==> src/rtl/pipeline_pkg.sv <==
// Shared definitions for the pipeline stall/flush controller: state encoding,
// the per-cycle control bundle and a few decode-side opcode helpers.
package pipeline_pkg;

  localparam logic [1:0] ST_RUN      = 2'd0;
  localparam logic [1:0] ST_MEM_WAIT = 2'd1;
  localparam logic [1:0] ST_DRAIN    = 2'd2;
  localparam logic [1:0] ST_HALTED   = 2'd3;

  localparam logic [3:0] REG_ZERO = 4'd0;

  localparam logic [3:0] OP_LW  = 4'h8;
  localparam logic [3:0] OP_HLT = 4'hF;

  // Bit order matches the register write-enable / bubble-injection ports
  typedef struct packed {
    logic pc_en;
    logic fd_en;
    logic de_en;
    logic xm_en;
    logic mw_en;
    logic fd_flush;
    logic de_flush;
    logic mw_flush;
  } ctrl_t;

  localparam ctrl_t CTRL_ADVANCE  = 8'b11111_000;
  localparam ctrl_t CTRL_MEM_WAIT = 8'b00001_001;
  localparam ctrl_t CTRL_FROZEN   = 8'b00000_000;

  function automatic logic is_load_op(input logic [3:0] op);
    return op == OP_LW;
  endfunction

  function automatic logic is_hlt_op(input logic [3:0] op);
    return op == OP_HLT;
  endfunction

endpackage

==> src/rtl/hazard_detect.sv <==
// Load-use hazard detector: a load in execute whose destination is read by
// the instruction currently in decode. Register 0 is hardwired and never hazards.
module hazard_detect
  import pipeline_pkg::*;
(
  input  logic [3:0] rs_fd,
  input  logic [3:0] rt_fd,
  input  logic       uses_rs_fd,
  input  logic       uses_rt_fd,
  input  logic       mem_read_de,
  input  logic [3:0] write_reg_de,
  output logic       load_use
);

  logic rs_hit;
  logic rt_hit;

  assign rs_hit   = uses_rs_fd && (rs_fd == write_reg_de);
  assign rt_hit   = uses_rt_fd && (rt_fd == write_reg_de);
  assign load_use = mem_read_de && (write_reg_de != REG_ZERO) && (rs_hit || rt_hit);

endmodule

==> src/rtl/pipeline_control.sv <==
// Central stall/flush controller: decides each cycle which pipeline registers
// advance, hold or take a bubble, and sequences the HLT drain.
module pipeline_control
  import pipeline_pkg::*;
#(
  parameter int STALL_CNT_W = 16
) (
  input  logic                   clk,
  input  logic                   rst,
  input  logic [3:0]             rs_fd,
  input  logic [3:0]             rt_fd,
  input  logic                   uses_rs_fd,
  input  logic                   uses_rt_fd,
  input  logic                   mem_read_de,
  input  logic [3:0]             write_reg_de,
  input  logic                   branch_taken_fd,
  input  logic                   hlt_fd,
  input  logic                   hlt_mw,
  input  logic                   mem_req_xm,
  input  logic                   mem_ready,
  output logic                   pc_en,
  output logic                   fd_en,
  output logic                   de_en,
  output logic                   xm_en,
  output logic                   mw_en,
  output logic                   fd_flush,
  output logic                   de_flush,
  output logic                   mw_flush,
  output logic                   halted,
  output logic [STALL_CNT_W-1:0] stall_cycles
);

  logic [1:0]             state;
  logic [1:0]             state_nxt;
  logic [1:0]             mode;
  logic                   ret_drain;
  logic                   ret_drain_nxt;
  logic                   load_use;
  logic                   mem_wait;
  logic [STALL_CNT_W-1:0] stall_cnt;
  ctrl_t                  ctrl;

  hazard_detect u_hazard (
    .rs_fd        (rs_fd),
    .rt_fd        (rt_fd),
    .uses_rs_fd   (uses_rs_fd),
    .uses_rt_fd   (uses_rt_fd),
    .mem_read_de  (mem_read_de),
    .write_reg_de (write_reg_de),
    .load_use     (load_use)
  );

  // A memory stall is serviced from RUN or DRAIN, so on release the cycle is
  // handled by the rules of the state it interrupted; that keeps a pending
  // load-use or HLT in decode from slipping through on the release cycle.
  always_comb begin
    mode     = state;
    mem_wait = 1'b0;
    if (state == ST_MEM_WAIT) begin
      mode     = ret_drain ? ST_DRAIN : ST_RUN;
      mem_wait = !mem_ready;
    end else if (state != ST_HALTED) begin
      mem_wait = mem_req_xm && !mem_ready;
    end
  end

  always_comb begin
    ctrl          = CTRL_ADVANCE;
    state_nxt     = mode;
    ret_drain_nxt = 1'b0;
    if (state == ST_HALTED) begin
      ctrl = CTRL_FROZEN;
    end else if (mem_wait) begin
      ctrl          = CTRL_MEM_WAIT;
      state_nxt     = ST_MEM_WAIT;
      ret_drain_nxt = (mode == ST_DRAIN);
    end else if (mode == ST_DRAIN) begin
      ctrl.pc_en    = 1'b0;
      ctrl.fd_flush = 1'b1;
      if (hlt_mw) begin
        state_nxt = ST_HALTED;
      end
    end else if (load_use) begin
      // A taken branch in the same cycle is dropped; decode re-resolves it on retry
      ctrl.pc_en    = 1'b0;
      ctrl.fd_en    = 1'b0;
      ctrl.de_flush = 1'b1;
    end else begin
      ctrl.fd_flush = branch_taken_fd;
      if (hlt_fd) begin
        ctrl.pc_en = 1'b0;
        state_nxt  = ST_DRAIN;
      end
    end
  end

  always_ff @(posedge clk or posedge rst) begin
    if (rst) begin
      state     <= ST_RUN;
      ret_drain <= 1'b0;
      stall_cnt <= '0;
    end else begin
      state     <= state_nxt;
      ret_drain <= ret_drain_nxt;
      if (mem_wait && (stall_cnt != '1)) begin
        stall_cnt <= stall_cnt + STALL_CNT_W'(1);
      end
    end
  end

  assign pc_en        = ctrl.pc_en;
  assign fd_en        = ctrl.fd_en;
  assign de_en        = ctrl.de_en;
  assign xm_en        = ctrl.xm_en;
  assign mw_en        = ctrl.mw_en;
  assign fd_flush     = ctrl.fd_flush;
  assign de_flush     = ctrl.de_flush;
  assign mw_flush     = ctrl.mw_flush;
  assign halted       = (state == ST_HALTED);
  assign stall_cycles = stall_cnt;

endmodule
==> config.mk <==
export PLATFORM = sky130hd
export DESIGN_NAME = pipeline_control
export DESIGN_NICKNAME = d
export VERILOG_FILES = /design/src/rtl/pipeline_pkg.sv /design/src/rtl/hazard_detect.sv /design/src/rtl/pipeline_control.sv
export SDC_FILE = /design/constraint.sdc
export NUM_CORES = 1
export LEC_CHECK = 0
export ABC_CLOCK_PERIOD_IN_PS = 1600
export CORE_MARGIN = 3
export CORE_UTILIZATION = 38
export DETAILED_ROUTE_END_ITERATION = 8
export PLACE_DENSITY = 0.75
export SKIP_LAST_GASP = 1
export SYNTH_ARGS = -nofsm -noshare
export SYNTH_HDL_FRONTEND = slang
export SYNTH_SLANG_ARGS = --single-unit
==> constraint.sdc <==
create_clock -name clk -period 1.6 [get_ports clk]
set_clock_uncertainty 0.05 [all_clocks]
set_input_delay 0.32 -clock clk [delete_from_list [all_inputs] [get_ports clk]]
set_output_delay 0.32 -clock clk [all_outputs]
set_load 0.005 [all_outputs]
; Word-level counts from Yosys, hierarchy flattened
; Cells that the tools add are included.
[totals]
reg_bits = 19
input_bits = 22
output_inout_bits = 25
[classes]
addsub = 1
n_eq_ne = 7
n_mux = 26
n_reduce_logical = 9
[op_table]
columns = op, count
row1 = $mux W2, 10
row2 = $add A16 B1 Y16 const B, 1
row3 = $ne A16 B16 Y1 const B, 1
row4 = $mux W1, 14
row5 = $eq A4 B4 Y1, 2
row6 = $mux W8, 1
row7 = $logic_and A1 B1 Y1, 6
row8 = $eq A2 B2 Y1 const B, 2
row9 = $reduce_bool A4 Y1, 1
row10 = $mux W3, 1
row11 = $eq A2 B1 Y1 const B, 1
row12 = $ne A2 B2 Y1 const B, 1
row13 = $logic_not A1 Y1, 1
row14 = $logic_or A1 B1 Y1, 1

; Logic depth before layout (Yosys ltp)
; Gate-level depths: netlist of the first run.
[logic_depth]
depth_word = 8
depth_mapped = 6
ltp_nobuf = 6

; By module
; A second synthesis of the first run with hierarchy kept.
[hier_totals]
hier_cells = 117
area_unflattened_um2 = 1221.2
[modules_own_cells]
columns = module, n_inst, cells_each, area_per_inst_um2
row1 = pipeline_control, 1, 103, 1117.3
row2 = hazard_detect, 1, 14, 103.8

; Worst setup path before layout of the first run
; No wires, ideal clock.
[synth_path]
kind = register to register
startpoint = register stall_cnt[10], in the netlist stall_cycles[10]
endpoint = register stall_cnt[1], in the netlist stall_cycles[1]
setup_ns = 0.125
t_arrival_ns = 1.540
t_required_ns = 1.425
path_slack_ns = -0.115
path_stages_with_launch = 6
synth_period_minus_slack_ns = 1.715
path_cell_list = dfrtp_1 > and4_4 > nand3_4 > or3_4 > nand2_4 > mux2_4
[synth_via]
elab_chain_len = 2
[synth_rtl]
columns = element, line
row1 = from (decl), pipeline_control.sv:40  ; logic [STALL_CNT_W-1:0] stall_cnt;
row2 = from (signal assigned), pipeline_control.sv:106  ; stall_cnt <= stall_cnt + STALL_CNT_W'(1);
row3 = $ne A16 B16 Y1, pipeline_control.sv:105  ; if (mem_wait && (stall_cnt != '1)) begin
row4 = $logic_and A1 B1 Y1, pipeline_control.sv:105
; Every way passes these cells.
; A chain may end at the register's enable or synchronous reset.

; Worst setup path after layout of the first run
[layout_path]
startpoint = register state[0]
endpoint = output port pc_en
[layout_via]
elab_chain_len = 6
[layout_rtl]
columns = element, line
row1 = from (decl), pipeline_control.sv:33  ; logic [1:0] state;
row2 = from (signal assigned), pipeline_control.sv:103  ; state <= state_nxt;
row3 = $eq A2 B1 Y1, pipeline_control.sv:59  ; if (state == ST_MEM_WAIT) begin
row4 = $mux W2, pipeline_control.sv:59
row5 = $eq A2 B2 Y1, pipeline_control.sv:77  ; end else if (mode == ST_DRAIN) begin
row6 = $mux W1, pipeline_control.sv:77
row7 = $mux W2, pipeline_control.sv:73  ; end else if (mem_wait) begin
row8 = $mux W8 (*), pipeline_control.sv:71  ; if (state == ST_HALTED) begin
row9 = to (decl), pipeline_control.sv:21  ; output logic pc_en,
; Mark *: on every way between the ends. The rest lies on a longest branch, timed or not.

==> metrics.md, run 1 <==
| Metric | Value |
|---|---|
| Top Metal Used | `met4` |
| Power density over cell area | `485.1 mW/mm^2` |
| Area after DPL | `0.001883 sq mm` |
| Tcrit/Tclk final | `121.2%` |
| Max Cap Viol | `0` |
| Cell area after synthesis | `0.001159 sq mm` |
| # IOs | `47` |
| Synth async-reset ratio | `100.0%` |
| Overflow left after global routing | `0` |
| Routed Antenna Nets | `0` |
| Number of nets in the final layout | `235` |
| Count of antenna diodes in the layout | `0` |
| Initial antenna violation count | `0` |
| X dimension of the die | `61.22 microns` |
| Residual DRC | `0` |
| Vias per std cell | `4.979` |
| Number of buffers created by CTS | `3` |
| Clock-pin transition on the worst setup and hold timing paths | `100 ps` |
| Via count of the first global-routing pass | `1242` |
| Post-route total power | `0.001051 W` |
| DIE HEIGHT | `61.22 microns` |
| Port Buffers | `46` |
| Leading cell types by total area after synthesis | `dfrtp_1, xor2_1, xnor2_1` |
| Overall global routing resource usage | `19.68%` |
| Half-perimeter wire length of the detailed placement result | `2542 microns` |
| Leading cell types in the layout, fill and taps excluded | `buf_4, dlygate4sd2_1, dfrtp_1, buf_6, xor2_1` |
| Met3 WL post-DR | `137 microns` |
| Global placer's final weighted congestion | `0.7599` |
| Clock latency reported for the late side of the worst-skew pair | `300 ps` |
| Met2 WL post-DR | `2175 microns` |
| Register cell area after layout | `479.2 sq um` |
| Filler cells | `173` |
| Post-route design area | `0.002166 sq mm` |
| Warnings from Yosys | `0` |
| Area Growth Syn to Fin | `86.93%` |
| Net count of the mapped netlist | `133` |
| Routed length per placed instance | `16.02 microns` |
| Crit path capture type | `primary output` |
| Total detailed-routing wirelength | `3877 microns` |
| CTS tree | `built` |
| Violated checks | `negative setup slack` |
| Path type of the worst min-delay path | `in -> async` |
| Leakage dissipation | `1.091 nW` |
| Ys flop type | `dfrtp_1` |
| Most frequent standard cell in the layout excluding fill and tap cells | `buf_4` |
| Number of enable flip-flop cells after synthesis | `0` |
| Share of final-layout standard cells stronger than drive strength 1 | `49.76%` |
| Synth Register Bits | `19` |
| Number of H-tree levels | `1` |
| Total negative slack | `-5636 ps` |
| Critical path launch point type | `register` |
| Routed vias | `1205` |
| Leading area contributor after synthesis | `dfrtp_1` |
| Fraction of the yosys area taken by sequential cells | `41.04%` |
| Upper clock frequency limit | `515.6 MHz` |
| Arrival time at the worst endpoint | `1570 ps` |
| Setup slack of the critical path after layout | `-339.6 ps` |
| Worst Tran Pin Value | `452.3 ps` |
| Total Die Area | `0.003747 sq mm` |
| Peak supply drop | `387.5 uV` |
| Number of iterations in the first detailed-routing pass | `4` |
| Outcome | `finished, violations left` |
| Final count of hold timing violations | `0` |
| M1 WL | `1410 microns` |
| Maximum buffer depth of the clock tree | `2` |
| Cell count after synthesis | `110` |
| Final setup violating endpoints | `27` |
| Std-Cell Core Area | `0.002829 sq mm` |
| Pin count of the biggest net entering global routing | `20` |
| Post-layout minimum cycle time | `1940 ps` |
| Cell chosen for the clock root | `clkbuf_4` |
| Library cells used by synthesis | `38` |
| Unrepaired setup endpoints after global routing | `yes` |
| Multi-input combinational cell area | `770.7 sq um` |
| Number of rows created at floorplan | `19` |
| TritonCTS sink count | `19` |
| Starting utilization of the core area | `40.96%` |
| Critical-path maximum fanout | `2` |
| Fraction of post-synthesis cell area in the top cell type by area | `41.04%` |
| Relative slew slack | `69.77%` |
| Number of max-slew violations in the final report | `0` |
| Average instance area after synthesis | `10.53 sq um` |
| Category of the most critical setup path | `reg -> out` |
| Critical Path RT | `1230 ps` |
| DRC marker count from the first detailed-route iteration | `43` |
| Global-route wire length before repair | `5471 microns` |
-- registers in the layout, summed over array words and instances, names as in the netlist --
name          count
stall_cycles     16
state             2
ret_drain         1
-- critical path, cell delays in order (launching register included) --
cell and delay (ps):
dfrtp_1 400, buf_4 130, a21o_1 150, o21ai_2 70, buf_4 140, nor4b_4 210, buf_2 160
-- cells by family (layout without fill, tap and decap cells) --
group / Yosys count / in the layout / synth area share [%]
adder cells (fa/ha/maj): 1 / 1 / 1.080
AO/OA/AOI/OAI: 15 / 15 / 11.66
buffers and inverters: 6 / 107 / 2.268
AND/OR/NAND/NOR: 46 / 46 / 25.92
XOR/XNOR: 21 / 21 / 15.88
flip-flops: 19 / 19 / 41.04
multiplexers: 2 / 2 / 2.159
-- synth_stat cells, types with 2 or more instances --
cell      number
xor2_1        13
and3_1         3
nand2b_2       2
nand4_1        2
a21oi_1        4
inv_1          5
nand3_4        2
nor3_2         2
dfrtp_1       19
xnor2_1        8
nand2_1       12
nand3_1        7
nor3_1         2
nor2_1         4
nand2b_1       2
-- routing by layer --
metal  vias to the layer above  track usage (%)
li1                        583                -
met1                       582            22.08
met2                        28            37.01
met3                        12            4.612
met4                         0            4.954
met5                         -                0
-- final timing paths --
| path | from | endpoint | slack, ps | depth (start not counted) |
|---|---|---|---|---|
| setup / recovery | state[0] | pc_en | -340 | 6 |
| hold / removal | rst | ret_drain | 290 | 3 |
| setup reg to reg | state[0] | stall_cycles[5] | -280 | 8 |
| hold reg to reg | stall_cycles[13] | stall_cycles[13] | 520 | 2 |
| max in group asynchronous | rst | stall_cycles[9] | 990 | 3 |
| min in group clk | stall_cycles[13] | stall_cycles[13] | 520 | 2 |
-- area by class of cell --
| type | count | share of cell area (%) |
|---|---|---|
| multi-input combinational | 85 | 35.59 |
| sequential | 19 | 22.13 |
| timing repair buffer | 98 | 38.42 |
| tap | 31 | 1.791 |
| inverter | 5 | 0.8666 |
| clock buffer | 4 | 1.213 |
-- through the flow --
| step | setup WS [ps] | utilization, % | hold slack [ps] | instances |
|---|---|---|---|---|
| 4_1_cts | -325.4 | 72.89 | 285.0 | 237 |
| 2_1_floorplan | -115.2 | - | 221.1 | 110 |
| 5_1_grt | -419.5 | 76.56 | 289.2 | 242 |
| 6_report | -339.6 | 76.56 | 286.3 | 242 |
| 3_5_place_dp | -1081 | 66.56 | 500.1 | 217 |
| 3_3_place_gp | -963.4 | 66.56 | 480.0 | 217 |
-- power breakdown --
part / leakage (nW) / switching [W] / internal (W)
registers: 0.244 / 0.0000246 / 0.000512
logic: 0.832 / 0.000114 / 0.000158
clock network: 0.0150 / 0.000145 / 0.0000972
total: 1.09 / 0.000284 / 0.000767
-- timing repair --
item	in CTS	in global routing
setup endpoints to repair	41	29
hold buffers	0	0
gates resized for setup	103	20
buffers inserted	17	6
pin swaps	30	7
Power figures use the tool's default switching activity.
==> inputs of run 2 (changes only) <==
CORE_ASPECT_RATIO = 0.5   (was not set)
CTS_CLUSTER_DIAMETER = 200   (was not set)
==> run 2 against run 1 <==
Compared with the run above: the run still ends with negative setup slack left; combinational power increased by 36%; final cell count increased by 5.4%; critical path depth increased by 1; sequential power increased by 2%; flip-flop and latch count unchanged; worst setup slack improved by 83 ps; hold slack improved by 92 ps; core utilization increased by 5.9 points; via count increased by 3.6%; die area increased by 1.1%; register-to-register slack improved by 100 ps; critical path type unchanged; critical endpoint is now fd_en; largest cell class unchanged; largest power group unchanged; highest routed layer unchanged.
==> metrics.md, run 2 (synthesis gave the netlist of run 1 again) <==
| Metric | Value |
|---|---|
| Count of antenna diodes in the layout | `0` |
| Leakage dissipation | `1.177 nW` |
| Total detailed-routing wirelength | `4224 microns` |
| Outcome | `finished, violations left` |
| Met2 WL post-DR | `2147 microns` |
| Top Metal Used | `met4` |
| Std-Cell Core Area | `0.002749 sq mm` |
| Routed length per placed instance | `16.56 microns` |
| Critical Path RT | `1230 ps` |
| Routed Antenna Nets | `0` |
| Area Growth Syn to Fin | `95.57%` |
| Leading cell types in the layout, fill and taps excluded | `buf_4, dlygate4sd2_1, dfrtp_1, buf_6, xor2_1` |
| Post-Route Utilization | `82.43%` |
| Initial antenna violation count | `0` |
| Clock-pin transition on the worst setup and hold timing paths | `70 ps` |
| Area after DPL | `0.001891 sq mm` |
| Starting utilization of the core area | `42.15%` |
| Pin count of the biggest net entering global routing | `20` |
| Critical path launch point type | `register` |
| TritonCTS sink count | `19` |
| Post-route total power | `0.001260 W` |
| Post-route design area | `0.002266 sq mm` |
| FF-to-FF Start | `state[1]` |
| Number of nets in the final layout | `242` |
| Global-route wire length before repair | `5871 microns` |
| Path type of the worst min-delay path | `in -> async` |
| DIE HEIGHT | `45.05 microns` |
| DRC marker count from the first detailed-route iteration | `12` |
| Post-layout minimum cycle time | `1856 ps` |
| M1 WL | `1745 microns` |
| Share of final-layout standard cells stronger than drive strength 1 | `52.75%` |
| Routed vias | `1248` |
| Number of buffers created by CTS | `3` |
| Total negative slack | `-2226 ps` |
| Violated checks | `negative setup slack` |
| Critical path origin | `state[0]` |
| Unrepaired setup endpoints after global routing | `yes` |
| Critical-path maximum fanout | `4` |
| Relative slew slack | `67.05%` |
| Worst Tran Pin Value | `493.1 ps` |
| Total Die Area | `0.003788 sq mm` |
| Number of rows created at floorplan | `13` |
| Port Buffers | `46` |
| Worst hold slack | `378.4 ps` |
| Most frequent standard cell in the layout excluding fill and tap cells | `buf_4` |
| Crit path capture type | `primary output` |
| Global placer's final weighted congestion | `0.8598` |
| Peak supply drop | `419.8 uV` |
| Setup slack on the worst flop-to-flop path | `-180 ps` |
| Tcrit/Tclk final | `116.0%` |
| Via count of the first global-routing pass | `1268` |
| CTS tree | `built` |
| Hold buffer count at CTS | `0` |
| Overflow left after global routing | `0` |
| Final count of hold timing violations | `0` |
| Half-perimeter wire length of the detailed placement result | `2471 microns` |
| Met3 WL post-DR | `190 microns` |
| Maximum buffer depth of the clock tree | `2` |
| Largest register FFs | `16` |
| Residual DRC | `0` |
| Clock latency reported for the late side of the worst-skew pair | `260 ps` |
| # IOs | `47` |
| X dimension of the die | `84.09 microns` |
| Category of the most critical setup path | `reg -> out` |
| Final setup violating endpoints | `20` |
| Max Cap Viol | `0` |
| Upper clock frequency limit | `538.7 MHz` |
| Cell chosen for the clock root | `clkbuf_8` |
| Number of iterations in the first detailed-routing pass | `4` |
| Number of H-tree levels | `1` |
| Arrival time at the worst endpoint | `1490 ps` |
| Overall global routing resource usage | `20.03%` |
| Vias per std cell | `4.894` |
| Setup slack of the critical path after layout | `-256.2 ps` |
| Number of max-slew violations in the final report | `0` |
| Power density over cell area | `556.1 mW/mm^2` |
==> run 2: changes by cell type in the layout (fill, tap and decap cells not counted), moves of 2 or more <==
cell,change
a21oi_2,-2
buf_4,+10
clkbuf_4,-3
clkbuf_8,+3
clkdlybuf4s15_1,-3
clkdlybuf4s50_1,-3
dlymetal6s2s_1,+2
==> run 2: final cells by class <==
cell class              instances  area [sq um]
clock buffers                   4         45.04
fillers                       160         483.0
inverters                       5         18.77
multi-input cells              85         794.5
flip-flops and latches         19         478.0
well taps                      37         46.29
repair buffers                105         883.3
==> run 2: stage by stage <==
stage,cells,setup WS (ps)
3_5_place_dp,223,-1115
2_1_floorplan,110,-115.2
5_1_grt,255,-358.9
6_report,255,-256.2
4_1_cts,240,-239.3
3_3_place_gp,223,-987.6
==> run 2: worst max-delay path: stages (launching register included) <==
cell and delay (ps):
dfrtp_1 390, buf_6 120, a21o_1 150, o21ai_2 60
buf_4 130, buf_6 90, a21boi_2 140, buf_2 120
==> run 2: final timing paths <==
| kind | cells past startpoint | end |
|---|---|---|
| worst min register to register | 2 | stall_cycles[13] |
| min in group clk | 2 | stall_cycles[13] |
| worst max-delay path | 7 | fd_en |
| worst min-delay path | 3 | stall_cycles[1] |
| max in group asynchronous | 3 | stall_cycles[8] |
| worst max register to register | 8 | stall_cycles[6] |
==> run 2: per-layer routing <==
| metal | vias up | track usage [%] |
|---|---|---|
| li1 | 596 | - |
| met1 | 598 | 22.26 |
| met2 | 41 | 37.93 |
| met3 | 13 | 5.100 |
| met4 | 0 | 8.333 |
| met5 | - | 0 |
==> run 2: repair_timing <==
action | in CTS | in global routing
setup buffers | 15 | 18
endpoints found under the setup margin | 37 | 30
pin swaps | 29 | 14
resized for setup | 120 | 20
==> run 2: power by group <==
group          internal [W]  total, W  leakage, nW  switching (W)
registers          0.000513  0.000549        0.246      0.0000366
clock network      0.000178  0.000341       0.0228       0.000163
logic              0.000223  0.000370        0.908       0.000147
total              0.000913   0.00126         1.18       0.000347
